**src/rtl/freq_meter.sv**
```systemverilog
`default_nettype none
// ============================================================================
// Module   : freq_meter
// Purpose  : Measures the period and high time of a slow asynchronous square
//            wave in clk cycles, with a stalled-input timeout.
// Revision : 1.0 - initial release
// ============================================================================
module freq_meter #(
  parameter int unsigned CNT_W   = 32,
  parameter int unsigned TIMEOUT = 50000000
) (
  input  logic             clk,
  input  logic             rst,
  input  logic             sig_in_i,
  output logic [CNT_W-1:0] period_o,
  output logic [CNT_W-1:0] high_time_o,
  output logic             valid_o,
  output logic             stalled_o
);

  // Timeout threshold at counter width; TIMEOUT < 2^CNT_W keeps it exact.
  localparam logic [CNT_W-1:0] C_TIMEOUT = CNT_W'(TIMEOUT);
  localparam logic [CNT_W-1:0] C_ONE     = CNT_W'(1);

  typedef enum logic [0:0] {
    S_IDLE = 1'b0,
    S_MEAS = 1'b1
  } state_t;

  state_t           state_q;
  logic             s1_q;
  logic             s2_q;
  logic             s3_q;
  logic [CNT_W-1:0] cnt_q;
  logic [CNT_W-1:0] hcnt_q;
  logic [CNT_W-1:0] period_q;
  logic [CNT_W-1:0] high_time_q;
  logic             valid_q;
  logic             stalled_q;

  logic             rise_d;
  logic             timeout_d;
  logic [CNT_W-1:0] cnt_inc_d;
  logic [CNT_W-1:0] hcnt_inc_d;

  // Two-flop synchronizer plus a delayed copy for edge detection.
  always_ff @(posedge clk) begin
    if (rst) begin
      s1_q <= 1'b0;
      s2_q <= 1'b0;
      s3_q <= 1'b0;
    end else begin
      s1_q <= sig_in_i;
      s2_q <= s1_q;
      s3_q <= s2_q;
    end
  end

  // Edge detect, timeout compare and counter increments.
  always_comb begin
    rise_d     = s2_q & ~s3_q;
    timeout_d  = (cnt_q == C_TIMEOUT);
    cnt_inc_d  = cnt_q + C_ONE;
    hcnt_inc_d = hcnt_q + CNT_W'(s2_q);
  end

  // Measurement FSM: counts between rises, reports on rise, gives up at timeout.
  always_ff @(posedge clk) begin
    if (rst) begin
      state_q     <= S_IDLE;
      cnt_q       <= '0;
      hcnt_q      <= '0;
      period_q    <= '0;
      high_time_q <= '0;
      valid_q     <= 1'b0;
      stalled_q   <= 1'b1;
    end else begin
      valid_q <= 1'b0;
      case (state_q)
        S_IDLE: begin
          // First edge only opens a period; nothing complete to report yet.
          if (rise_d) begin
            cnt_q   <= C_ONE;
            hcnt_q  <= C_ONE;
            state_q <= S_MEAS;
          end
        end
        S_MEAS: begin
          // A rise takes priority over a timeout landing in the same cycle.
          if (rise_d) begin
            period_q    <= cnt_q;
            high_time_q <= hcnt_q;
            valid_q     <= 1'b1;
            stalled_q   <= 1'b0;
            cnt_q       <= C_ONE;
            hcnt_q      <= C_ONE;
          end else if (timeout_d) begin
            period_q    <= '0;
            high_time_q <= '0;
            stalled_q   <= 1'b1;
            cnt_q       <= '0;
            hcnt_q      <= '0;
            state_q     <= S_IDLE;
          end else begin
            cnt_q  <= cnt_inc_d;
            hcnt_q <= hcnt_inc_d;
          end
        end
        default: begin
          state_q <= S_IDLE;
          cnt_q   <= '0;
          hcnt_q  <= '0;
        end
      endcase
    end
  end

  assign period_o    = period_q;
  assign high_time_o = high_time_q;
  assign valid_o     = valid_q;
  assign stalled_o   = stalled_q;

endmodule
`default_nettype wire

```
**config.mk**
```make
export PLATFORM = sky130hd
export DESIGN_NAME = freq_meter
export DESIGN_NICKNAME = d
export VERILOG_FILES = /design/src/rtl/freq_meter.sv
export SDC_FILE = /design/constraint.sdc
export NUM_CORES = 1
export LEC_CHECK = 0
export CORE_UTILIZATION = 30
export DETAILED_ROUTE_END_ITERATION = 8
export GPL_TIMING_DRIVEN = 0
export PLACE_DENSITY_LB_ADDON = 0.08
export REMOVE_ABC_BUFFERS = 1
export SLEW_MARGIN = 20
export SYNTH_ARGS = -nofsm -noshare
export SYNTH_HDL_FRONTEND = slang
export SYNTH_SLANG_ARGS = --single-unit
```
**constraint.sdc**
```tcl
create_clock -name clk -period 2.65 [get_ports clk]
set_input_delay 0.3975 -clock clk [delete_from_list [all_inputs] [get_ports clk]]
set_output_delay 0.3975 -clock clk [all_outputs]
set_load 0.02 [all_outputs]
```
==> metrics.cfg <==
[detailed_routing]
drt_wl_total_mm=16.8
post-route-drc-count=0
ant_nets=0
detail_route.first_pass.iterations=5
detail_route.iter0.violations=423
vias=5236
avgRoutedWirePerCell_um=18.4
detail_route.vias_per_cell=5.72

[timing]
clock.fmax_mhz=400
hold_viol=0
finalClockSkew_ns=0.00773
report.final.setup_viol=0
final_min_period_over_clock_period_pct=94.4
timing_worst_slew_pin_value_ns=0.981
final_period_minus_worst_setup_slack_ns=2.50
max-slew-margin-rel_pct=34.0
post-route-worst-setup-slack_ns=0.149
totalNegativeSetupSlack_ns=0
timing.hold.ws_ns=0.444
grt_setup_unrepaired=no
final_max_slew_viol_count=0

[placed_design]
numPortBuffers=68
post-dp-hpwl_mm=11.0
placedInstanceArea_um2=6750
gpl.final_weighted_congestion=0.801
place_inst=881
pre_cts_ws_ns=-0.254

[clocking]
ctsLongestPathBuffers=2
cts_root_buf=sky130_fd_sc_hd__clkbuf_16
tritoncts=yes
clock-sinks=134
num_cts_buffers=17
h-tree-depth=4
clk_transition_reported_paths_ns=0.06
clk_latency_ns=0.42

[final_layout]
antenna_cells=0
fin_cells=915
syn_to_final_growth_pct=28.5
final_nets=675
seqCellArea_um2=2680
final_area_um2=7370
multiInputGateArea_um2=2810
drive_gt1_share_pct=9.99
filler_cell_count=1859

[worst_setup_path]
worstSetupEndpointType=flop
r2r_start=hcnt_q[0]
setup.worst_path.start_class=primary input
path_max_fanout=29
timing.rr.end=hcnt_q[23]
cp_data_arrival_time_ns=2.86
cpMaxStageDelayCell=sky130_fd_sc_hd__nor2b_4
reg2reg_setup_slack_ns=0.21
cp.required_ns=3.01
crit_type=in -> reg
crit_path_cell_trace=clkdlybuf4s50_1 > nor2b_4 > nand2_2 > o31ai_1 > a22o_1
crit_path_largest_cell_delay_ns=0.75
worst-r2r-cell-count=6

[worst_hold_path]
worstHoldPathCells=2
min_delay_worst_endpoint=stalled_o
timing.hold.worst.class=reg -> reg
holdCritStartpoint=stalled_o

[floorplan]
die_area_um2=19700
die_w_um=140
core_area_um2=18700
vertical_die_dimension_um=140
row_count=50
initial_utilization_pct=30.7
top_level_i_o_count=69

[synth]
synth_top_cells_by_area=sky130_fd_sc_hd__dfxtp_1, sky130_fd_sc_hd__a22o_1, sky130_fd_sc_hd__a31oi_1
postSynth.asyncResetShare_pct=0
yosys.cell_types.count=57
synthDominantAreaCellType=sky130_fd_sc_hd__dfxtp_1
flip_flop_cell_with_the_highest_count_after_synthesis=sky130_fd_sc_hd__dfxtp_1
syn_area_per_cell_um2=9.32
netlist.area_leader.share_pct=46.7
synth_cells=616
synth.cell_area_um2=5740
synth-edff-count=0
yosys_warnings=0
seq_area_frac_synth_pct=46.7
synth_seq_cells=134

[run]
cap_viol_max_count=0

[global_routing]
grt_start_max_net_pins=42
first_pass_grt_wire_length_mm=27.1
grt_antenna_before_repair=0
first_global_vias=5078
global_route.overflow_total=0
gr-usage-all-layers_pct=17.6

[power_and_ir_drop]
power_density_nw_per_um2=632
worst_ir_drop_vdd_uv=450
power.static_leakage_uw=0.00248

[status]
status=finished, final reports clean

routing by layer:
metal	up-vias	share of wire, %	global-route usage (%)	routed length (µm)
met5	-	0	0	0
met4	0	2.2	7.87	374
met3	31	4.8	4.34	800
met2	183	47	29.3	7980
met1	2505	46	21.6	7680
li1	2517	-	-	-
flip-flops by register name (all words and copies together), names as in the netlist:
signal       count
cnt_q           32
hcnt_q          32
high_time_o     32
period_o        32
s1_q             1
s2_q             1
s3_q             1
stalled_o        1
state_q          1
valid_o          1
Yosys cell counts (11+ instances only):
library cell / n
sky130_fd_sc_hd__buf_2: 13
sky130_fd_sc_hd__nand3_1: 32
sky130_fd_sc_hd__inv_1: 20
sky130_fd_sc_hd__o21ai_0: 13
sky130_fd_sc_hd__a21oi_1: 11
sky130_fd_sc_hd__a22o_1: 67
sky130_fd_sc_hd__nor3_1: 12
sky130_fd_sc_hd__nor2_1: 18
sky130_fd_sc_hd__or3_1: 23
sky130_fd_sc_hd__clkbuf_1: 25
sky130_fd_sc_hd__dfxtp_1: 134
sky130_fd_sc_hd__nand2_1: 32
sky130_fd_sc_hd__a31oi_1: 62
sky130_fd_sc_hd__nor4_1: 20
sky130_fd_sc_hd__nand4_1: 24
cell families (layout without fill, tap and decap cells):
| family | count (synthesis) | in the layout | synth area share, % |
|---|---|---|---|
| buf+inv | 70 | 134 | 5.60 |
| xor+xnor | 3 | 3 | 0.458 |
| fa+ha+maj | 4 | 4 | 0.872 |
| simple gates | 209 | 209 | 20.9 |
| flops | 134 | 134 | 46.7 |
| mux | 6 | 6 | 1.05 |
| compound gates | 190 | 191 | 24.4 |
cell usage in the layout (no fill, tap or decap), drive strengths merged, types with 4 or more instances in the layout:
master,n
or4,7
a31o,6
a31oi,62
a41oi,5
nor2b,5
nor2,18
clkbuf,24
nor4,22
o21bai,4
mux2i,6
nand4,25
clkdlybuf4s50,68
dfxtp,134
and4,9
o22ai,4
inv,20
ha,4
clkinv,4
nand3,33
and2,4
buf,14
and3,8
o21ai,14
a22o,68
nor3,12
or3,23
a21oi,12
nand2,32
per-stage QoR:
stage / power, µW / utilization [%]
floorplan: 2190 / -
global placement: 2260 / 34.6
detailed placement: 2310 / 36.1
CTS: 4710 / 39.3
global route: 4820 / 39.4
finish: 4660 / 39.4
worst max-delay path: cells and delay by family:
family | cells | cell delay [ns]
and+or+nand+nor | 2 | 1.38
buffers and inverters | 1 | 0.65
AOI/OAI and AO/OA | 2 | 0.41
worst max path at each step:
stage | start | endpoint | slack, ns | cells past startpoint
global route | cnt_q[25] | hcnt_q[18] | 0.02 | 6
CTS | cnt_q[0] | cnt_q[7] | 0.07 | 9
detailed placement | rst | cnt_q[25] | -0.25 | 5
finish | rst | cnt_q[25] | 0.15 | 5
floorplan | state_q | period_o[15] | -1.93 | 3
global placement | rst | period_o[15] | -4.73 | 3
report_power, final:
group / total [µW] / switching [µW] / internal, µW / leakage [µW]
Clock: 2390 / 886 / 1500 / 0.000292
Sequential: 2040 / 15.1 / 2020 / 0.00108
Combinational: 227 / 149 / 78.3 / 0.00111
Total: 4660 / 1050 / 3610 / 0.00248
what timing repair did:
item / 4_1_cts / 5_1_grt
pin swaps: 1 / 2
endpoints found under the setup margin: 6 / 8
cloned: 1 / 0
hold buffers: 0 / 0
setup buffers: 0 / 1
gates resized for setup: 0 / 2
area by class of cell:
| cell class | count | share of cell area, % |
|---|---|---|
| Multi-Input combinational cell | 413 | 38.1 |
| Tap cell | 234 | 3.97 |
| Timing Repair Buffer | 82 | 12.5 |
| Inverter | 20 | 1.02 |
| Sequential cell | 134 | 36.4 |
| Clock inverter | 8 | 1.29 |
| Clock buffer | 24 | 6.80 |
(Power assumes the default switching activity.)
